==> src/rtl/display_multi_if.sv <==
// Value load channel for the seven-segment display driver.
// The master presents a value with a valid strobe; the slave reports busy.
interface display_multi_if #(
    parameter int IN_WIDTH = 14
);
    logic [IN_WIDTH-1:0] value_i;
    logic                value_valid_i;
    logic                busy_o;

    modport master (
        output value_i,
        output value_valid_i,
        input  busy_o
    );

    modport slave (
        input  value_i,
        input  value_valid_i,
        output busy_o
    );
endinterface

==> src/rtl/display_multi.sv <==
// Multiplexed common-anode seven-segment driver with a sequential
// double-dabble converter, leading-zero blanking and overflow dashes.
module display_multi #(
    parameter int NUM_DIGITS       = 4,
    parameter int IN_WIDTH         = 14,
    parameter int REFRESH_OVERFLOW = 2**19-1
) (
    input  logic                  clk,
    input  logic                  reset,
    display_multi_if.slave        bus,
    input  logic                  blank_lz_i,
    output logic                  overflow_o,
    output logic [NUM_DIGITS-1:0] digit_select,
    output logic [6:0]            led_select
);

    // Decimal digits needed for 2**IN_WIDTH-1 (log10(2) ~= 0.30103).
    localparam int NEED = (IN_WIDTH * 30103) / 100000 + 1;
    localparam int TOT  = (NEED > NUM_DIGITS) ? NEED : NUM_DIGITS;
    localparam int SW   = TOT * 4;
    localparam int DW   = NUM_DIGITS * 4;
    localparam int CW   = $clog2(IN_WIDTH) + 1;
    localparam int RW   = (REFRESH_OVERFLOW > 0) ?
                          $clog2(REFRESH_OVERFLOW + 1) : 1;
    localparam int XW   = (NUM_DIGITS > 1) ? $clog2(NUM_DIGITS) : 1;

    localparam logic [CW-1:0] LAST_STEP = CW'(IN_WIDTH - 1);
    localparam logic [RW-1:0] REF_MAX   = RW'(REFRESH_OVERFLOW);
    localparam logic [XW-1:0] LAST_IDX  = XW'(NUM_DIGITS - 1);

    typedef enum logic [1:0] {
        S_IDLE,
        S_CONV,
        S_DONE
    } state_t;

    state_t          state_q, state_d;
    logic [IN_WIDTH-1:0] sh_q, sh_d;
    logic [SW-1:0]   scr_q, scr_d;
    logic [CW-1:0]   cnt_q, cnt_d;
    logic [DW-1:0]   disp_q, disp_d;
    logic            ovf_q, ovf_d;
    logic [RW-1:0]   ref_q, ref_d;
    logic [XW-1:0]   idx_q, idx_d;
    logic            blank_q, blank_d;

    logic [SW-1:0]   adj;
    logic            hi_nz;
    logic [3:0]      nib;
    logic            allz;
    logic            blanked;

    // Conversion FSM state register.
    always_ff @(posedge clk) begin
        if (reset) begin
            state_q <= S_IDLE;
        end else begin
            state_q <= state_d;
        end
    end

    // Next state: load on request, IN_WIDTH shift steps, then commit.
    always_comb begin
        state_d = state_q;
        unique case (state_q)
            S_IDLE:  if (bus.value_valid_i) state_d = S_CONV;
            S_CONV:  if (cnt_q == LAST_STEP) state_d = S_DONE;
            S_DONE:  state_d = S_IDLE;
            default: state_d = S_IDLE;
        endcase
    end

    // Add-3 correction of every nibble >= 5 ahead of the shift.
    always_comb begin
        adj   = scr_q;
        hi_nz = 1'b0;
        for (int i = 0; i < TOT; i++) begin
            if (scr_q[i*4 +: 4] >= 4'd5) begin
                adj[i*4 +: 4] = scr_q[i*4 +: 4] + 4'd3;
            end
            if (i >= NUM_DIGITS) begin
                hi_nz = hi_nz | (|scr_q[i*4 +: 4]);
            end
        end
    end

    // Datapath next values: converter, display latch, refresh scan.
    always_comb begin
        sh_d    = sh_q;
        scr_d   = scr_q;
        cnt_d   = cnt_q;
        disp_d  = disp_q;
        ovf_d   = ovf_q;
        blank_d = blank_lz_i;
        ref_d   = ref_q + RW'(1);
        idx_d   = idx_q;

        unique case (state_q)
            S_IDLE: begin
                if (bus.value_valid_i) begin
                    sh_d  = bus.value_i;
                    scr_d = '0;
                    cnt_d = '0;
                end
            end
            S_CONV: begin
                sh_d  = sh_q << 1;
                scr_d = (adj << 1) | SW'(sh_q[IN_WIDTH-1]);
                cnt_d = cnt_q + CW'(1);
            end
            S_DONE: begin
                disp_d = scr_q[DW-1:0];
                ovf_d  = hi_nz;
            end
            default: ;
        endcase

        if (ref_q == REF_MAX) begin
            ref_d = '0;
            idx_d = (idx_q == LAST_IDX) ? '0 : idx_q + XW'(1);
        end
    end

    // Datapath registers.
    always_ff @(posedge clk) begin
        if (reset) begin
            sh_q    <= '0;
            scr_q   <= '0;
            cnt_q   <= '0;
            disp_q  <= '0;
            ovf_q   <= 1'b0;
            ref_q   <= '0;
            idx_q   <= '0;
            blank_q <= 1'b0;
        end else begin
            sh_q    <= sh_d;
            scr_q   <= scr_d;
            cnt_q   <= cnt_d;
            disp_q  <= disp_d;
            ovf_q   <= ovf_d;
            ref_q   <= ref_d;
            idx_q   <= idx_d;
            blank_q <= blank_d;
        end
    end

    // Pick the active nibble and decide whether it is a leading zero.
    always_comb begin
        nib          = 4'd0;
        allz         = 1'b1;
        blanked      = 1'b0;
        digit_select = '1;
        for (int i = NUM_DIGITS - 1; i >= 0; i--) begin
            allz = allz & (disp_q[i*4 +: 4] == 4'd0);
            if (idx_q == XW'(i)) begin
                nib             = disp_q[i*4 +: 4];
                blanked         = allz && (i != 0);
                digit_select[i] = 1'b0;
            end
        end
    end

    // Segment pattern {g,f,e,d,c,b,a}, active low.
    always_comb begin
        led_select = 7'b1111111;
        if (ovf_q) begin
            led_select = 7'b0111111;
        end else if (blank_q && blanked) begin
            led_select = 7'b1111111;
        end else begin
            unique case (nib)
                4'd0:    led_select = 7'b1000000;
                4'd1:    led_select = 7'b1111001;
                4'd2:    led_select = 7'b0100100;
                4'd3:    led_select = 7'b0110000;
                4'd4:    led_select = 7'b0011001;
                4'd5:    led_select = 7'b0010010;
                4'd6:    led_select = 7'b0000010;
                4'd7:    led_select = 7'b1111000;
                4'd8:    led_select = 7'b0000000;
                4'd9:    led_select = 7'b0010000;
                default: led_select = 7'b1111111;
            endcase
        end
    end

    assign bus.busy_o = (state_q != S_IDLE);
    assign overflow_o = ovf_q;

endmodule

==> src/flat_wrapper.sv <==
// flat-port wrapper written by rule: the top's interface ports become plain ports
module display_multi_flat 
#(
    parameter int NUM_DIGITS       = 4,
    parameter int IN_WIDTH         = 14,
    parameter int REFRESH_OVERFLOW = 2**19-1
)
  (clk, reset, blank_lz_i, overflow_o, digit_select, led_select, bus_value_i, bus_value_valid_i, bus_busy_o);
  display_multi_if #(.IN_WIDTH(IN_WIDTH)) bus_i ();
  input  logic clk;
  input  logic reset;
  input  logic blank_lz_i;
  output logic overflow_o;
  output logic [NUM_DIGITS-1:0] digit_select;
  output logic [6:0] led_select;
  input wire logic [$bits(bus_i.value_i)-1:0] bus_value_i;
  input wire logic [$bits(bus_i.value_valid_i)-1:0] bus_value_valid_i;
  output wire logic [$bits(bus_i.busy_o)-1:0] bus_busy_o;
  assign bus_i.value_i = bus_value_i;
  assign bus_i.value_valid_i = bus_value_valid_i;
  assign bus_busy_o = bus_i.busy_o;
  display_multi #(.NUM_DIGITS(NUM_DIGITS), .IN_WIDTH(IN_WIDTH), .REFRESH_OVERFLOW(REFRESH_OVERFLOW)) u_core (.clk(clk), .reset(reset), .bus(bus_i), .blank_lz_i(blank_lz_i), .overflow_o(overflow_o), .digit_select(digit_select), .led_select(led_select));
endmodule
==> config.mk <==
export PLATFORM = sky130hd
export DESIGN_NAME = display_multi_flat
export DESIGN_NICKNAME = d
export VERILOG_FILES = /design/src/rtl/display_multi_if.sv /design/src/rtl/display_multi.sv /design/src/flat_wrapper.sv
export SDC_FILE = /design/constraint.sdc
export NUM_CORES = 1
export LEC_CHECK = 0
export BUFFER_PORTS_ARGS = -buffer_cell sky130_fd_sc_hd__buf_4
export CORE_MARGIN = 5
export CORE_UTILIZATION = 60
export DETAILED_ROUTE_END_ITERATION = 8
export PLACE_DENSITY = 0.84
export SLEW_MARGIN = 20
export SYNTH_ARGS = -nofsm -noshare
export SYNTH_HDL_FRONTEND = slang
export SYNTH_SLANG_ARGS = --single-unit
==> constraint.sdc <==
create_clock -name clk -period 5.2 [get_ports clk]
set_input_delay 0.26 -clock clk [delete_from_list [all_inputs] [get_ports clk]]
set_output_delay 0.26 -clock clk [all_outputs]
set_load 0.05 [all_outputs]
-- Word-level counts from Yosys, hierarchy flattened
Memories as Yosys holds them, arrays and structs flattened.
Index checks and enable logic that the tools add are counted.
Widths: inputs -> output; s select.
- register bits: 80
- memory bits (read-only): 112
- bits of input ports: 18
- word-level logic and storage cells: 76
- memories: 1
- memories (name ; words ; bits a word ; rd ports ; clocked after Yosys merged registers in ; wr ports ; RTL line ; text):
    (no name shown) ; 16 ; 7 ; 1 ; 0 ; 0 ; display_multi.sv:171 ; unique case (nib)
- add/sub/neg operators: 8
- $lt $le $gt $ge: 5
- equality and inequality tests: 9
- mux-type cells: 29
- bitwise logic cells: 3
- reductions and logical operators: 12
- operators by type and width (kind ; number):
    $pmux 20 s2 ; 1
    $mux 4 ; 8
    $pmux 14 s2 ; 1
    $ge 4x3->1 const B ; 5
    $mux 20 ; 1
    $or 20x1->20 ; 1
    $add 19x1->19 const B ; 1
    $eq 19x19->1 const B ; 1
    $add 4x2->4 const B ; 4
    $mux 14 ; 1
    $mux 7 ; 2
    $logic_not 4->1 ; 3
    $pmux 5 s2 ; 1
    $mux 1 ; 8
    $eq 2x2->1 const B ; 3
    $mux 2 ; 3
    $add 5x1->5 const B ; 1
    $eq 5x4->1 const B ; 1
    $mux 5 ; 1
    $eq 2x1->1 const B ; 2
    $logic_not 2->1 ; 2
    $pmux 2 s2 ; 1
    $reduce_and 2->1 ; 2
    $reduce_bool 2->1 ; 2
    other kinds (9) ; 10

-- Logic depth before layout (Yosys ltp)
- depth in word-level cells: 8
- depth in mapped cells: 10

-- Worst setup path after synthesis
No wires, ideal clock.
- kind: register -> output
- from: register u_core.idx_q[1]
- to: output port led_select[1]
- data arrival time: 2718 ps
- setup slack: 2222 ps
- cell stages (with the launch flop): 9
- buffers on the path: 1
- cells stage by stage: dfxtp_1 -> inv_1 -> ha_1 -> buf_2 -> a211oi_1 -> a211oi_4 -> ha_1 -> nor2_1 -> o21ai_0
- word-level cells in the longest chain between the ends: 8
- elaborated cells between the ends (all ways): 16
- classes of those cells: 3 x eq/ne; 10 x mux; 2 x reduce/logical; 1 x memory
- RTL lines (item ; RTL line ; text):
    from (decl) ; display_multi.sv:44 ; logic [XW-1:0] idx_q, idx_d;
    from (signal assigned) ; display_multi.sv:142 ; idx_q <= idx_d;
    $eq 2x2->1 ; display_multi.sv:155 ; if (idx_q == XW'(i)) begin
    $mux 4 or $mux 1 (tied branches) (4 in series) ; display_multi.sv:155 ;
    $mem_v2 16x7 or $logic_and 1x1->1 (tied branches) ; - ;
    $mux 7 (*) ; display_multi.sv:168 ; end else if (blank_q && blanked) begin
    $mux 7 (*) ; display_multi.sv:166 ; if (ovf_q) begin
    to (decl) ; flat_wrapper.sv:15 ; output logic [6:0] led_select;
Every way passes the cells marked *; elsewhere a longest branch is shown, timed or not.

-- Worst setup path in the final report
- from: register u_core.idx_q[0]
- to: output port led_select[5]
The elaborated chain is that of the path after synthesis.

==> flow_summary.ini <==
[run_status]
status = finished clean

[cts]
numCtsBuffers = 9
clk_pin_slew_ns = 0.08
cts_max_level = 3
cts.sinks = 80
postCtsSetupBuffers = 0
cts_resized = 0
root_buffer = clkbuf_8
cts_tree = yes
clk_latency_ns = 0.35
hold_buffers = 0
cts_buffer_depth = 2

[worst_setup_path]
start_kind = flop
r2r_slack_ns = 2.95
arrival_ns = 2.53
reg2reg_depth = 4
path_class = flop to output pin
reg2reg_from = u_core.state_q[1]
crit_fanout = 10
cp.required_ns = 4.94
critPathCaptureType = output pin
r2r-end = u_core.scr_q[7]

[placed_design]
dpl_worst_slack_ns = 2.78
dp_hpwl_um = 5790
placed_cell_area_um2 = 4340
io_buffer_count = 30
place.gp.congestion = 0.925

[synth]
syn_inst = 531
netlist_area_um2 = 4130
synth_xor_area_share_pct = 5.73
yosysWarnings = 0
yosys-top-cells-area = dfxtp_1, a21oi_1, nand2_1
synthFlopType = dfxtp_1
synth_seq_area_share_pct = 38.8
ys_ff_latch = 80
synth_top_family_by_area = simple AND/OR/NAND/NOR gates
synthSimpleGateAreaFrac_pct = 21.9
synth_fp_nets = 568
syn_area_per_cell_um2 = 7.77
synthMuxAreaShare_pct = 0.727
yosysUniqueCellTypes = 48
yosysTopAreaCellShare_pct = 38.8
synth_largest_area_cell = dfxtp_1
async_flop_share_pct = 0
synth-adder-area-share_pct = 5.76
synth_edf_count = 0
synth_compound_area_share_pct = 20.4

[floorplan]
initial_core_util_pct = 61.1
die_w_um = 92.9
ios = 31
die_h_um = 92.9
die-area_um2 = 8640
coreArea_um2 = 6760
rows = 30

[timing]
worst_slew_pin_slew_ns = 0.999
fin_crit_ns = 2.79
slew_headroom_pct = 33.3
fin_worst_skew_ns = 0.00822
finalHoldViolations = 0
finalSetupViolations = 0
finalCritPeriodShare_pct = 53.7
timing.fmax_ghz = 0.358
slew_viol_final = 0
worst_slack_ns = 2.41
rsz0062_at_grt = no
tns_ns = 0

[global_routing]
antenna_found_initial = 0
grt_pass1_wl_um = 14700
grtUsageTotal_pct = 20.6
grt_start_max_net_pins = 67
grt_overflow_total = 0
grt_pass1_vias = 3351

[pwr]
total_power_mw = 1.16
ir_worst_vdd_v = 0.000152
power.density_nw_per_um2 = 256
p_leak_nw = 1.77

[layout]
areaGrowthSynthToFinish_pct = 9.94
fin_area_um2 = 4540
final_util_pct = 67.2
drive_gt1_share_pct = 10.9
diodes = 0
fill_cells = 567
nets = 583

[worst_hold_path]
whs_endpoint = u_core.blank_q
hold_start = blank_lz_i
holdPathStages = 2
hp-class = input pin to flop

[job]
drv_cap = 0

[drt]
drcViolationCount = 0
totalWireLength_um = 8360
first_pass_iters = 4
wl_per_cell_um = 13.3
dr_total_vias = 3526
via_per_inst = 5.60
drt_iter0_drc = 181
drtAntennaViolNets = 0
## where the power goes
| part | switching, mW | internal, mW | total, mW |
|---|---|---|---|
| Combinational | 0.0466 | 0.0274 | 0.0740 |
| Clock | 0.218 | 0.232 | 0.450 |
| Sequential | 0.0113 | 0.626 | 0.637 |
| Total | 0.276 | 0.885 | 1.16 |
## worst max-delay path by stage
stage	end	slack (ns)	start	cells past startpoint
5_1_grt	led_select[0]	2.22	u_core.idx_q[0]	8
3_3_place_gp	led_select[3]	2.87	u_core.idx_q[1]	9
3_5_place_dp	led_select[3]	2.78	u_core.idx_q[1]	9
4_1_cts	led_select[0]	2.40	u_core.idx_q[0]	8
6_report	led_select[5]	2.41	u_core.idx_q[0]	8
2_1_floorplan	led_select[1]	2.22	u_core.idx_q[1]	8
## final cells by class
class | instances | area, um^2 | share of cell area (%)
multi-input combinational | 384 | 2250 | 49.7
clock buffer | 10 | 138 | 3.03
sequential | 80 | 1600 | 35.3
timing repair buffer | 32 | 240 | 5.29
tap | 80 | 100 | 2.21
inverter | 39 | 146 | 3.23
clock inverter | 5 | 57.6 | 1.27
## sequential cells by signal (all words and copies together) (netlist names)
signal and flops:
u_core.blank_q 1, u_core.idx_q 2, u_core.cnt_q 5, u_core.overflow_o 1
u_core.ref_q 19, u_core.state_q 2, u_core.scr_q 20, u_core.disp_q 16
u_core.sh_q 14
## cells in the mapped netlist, types with 2 or more instances
library cell   n
nor3_1        15
o21ai_0       41
nor2b_1        4
nand4bb_1      2
mux2i_1        3
xnor2_1       17
or2_2          2
clkbuf_1      20
and3_1         3
buf_2          3
and3_2         2
a21o_1         5
a32oi_1        5
o211ai_1       6
nor2_1        62
a211oi_4       2
nand2_1       65
a22oi_1        9
ha_1          19
nand4_1        3
dfxtp_1       80
nor3b_1        2
xor2_1        10
o22ai_1        2
a211oi_1       4
inv_1         38
buf_1          3
nand3_1       13
nand3b_1       4
nand2b_1       8
a21oi_1       62
## per-layer routing
metal / track usage [%] / routed length [um]
met1: 25.7 / 3810
met2: 34.7 / 4040
met3: 5.36 / 376
met4: 6.72 / 130
met5: 0 / 0
## cells by family after synthesis
| logic type | after synthesis |
|---|---|
| simple gates | 193 |
| fa+ha+maj | 19 |
| buf+inv | 67 |
| flops | 80 |
| compound gates | 142 |
| xor+xnor | 27 |
| mux | 3 |
## cell usage in the layout (no fill, tap or decap), drive strengths merged, types with 4 or more instances in the layout
master	Yosys	routed
inv	39	39
and3	6	6
nand4	4	4
dfxtp	80	80
xor2	10	10
nand2b	8	8
nand3	13	13
a32oi	5	5
clkinv	0	4
ha	19	19
nor2b	4	4
o21ai	41	41
a211oi	6	6
a22oi	9	9
nor2	62	62
nand2	66	66
a21oi	62	62
o211ai	6	6
nand3b	4	4
xnor2	17	17
buf	8	32
a21o	5	5
clkbuf	20	10
nor3	15	15
## stage by stage
step | hold WS, ns | cells
3_5_place_dp | 0.455 | 615
2_1_floorplan | 0.388 | 531
5_1_grt | 0.132 | 630
6_report | 0.123 | 630
3_3_place_gp | 0.442 | 615
4_1_cts | 0.115 | 630
## critical path: stages (launching register included)
cell,delay (ns)
dfxtp_1,0.36
inv_1,0.09
ha_1,0.30
nand3b_1,0.24
a211oi_4,0.42
nor2_1,0.12
nor3_1,0.26
o21ai_0,0.14
buf_4,0.22
(Power assumes the default switching activity.)
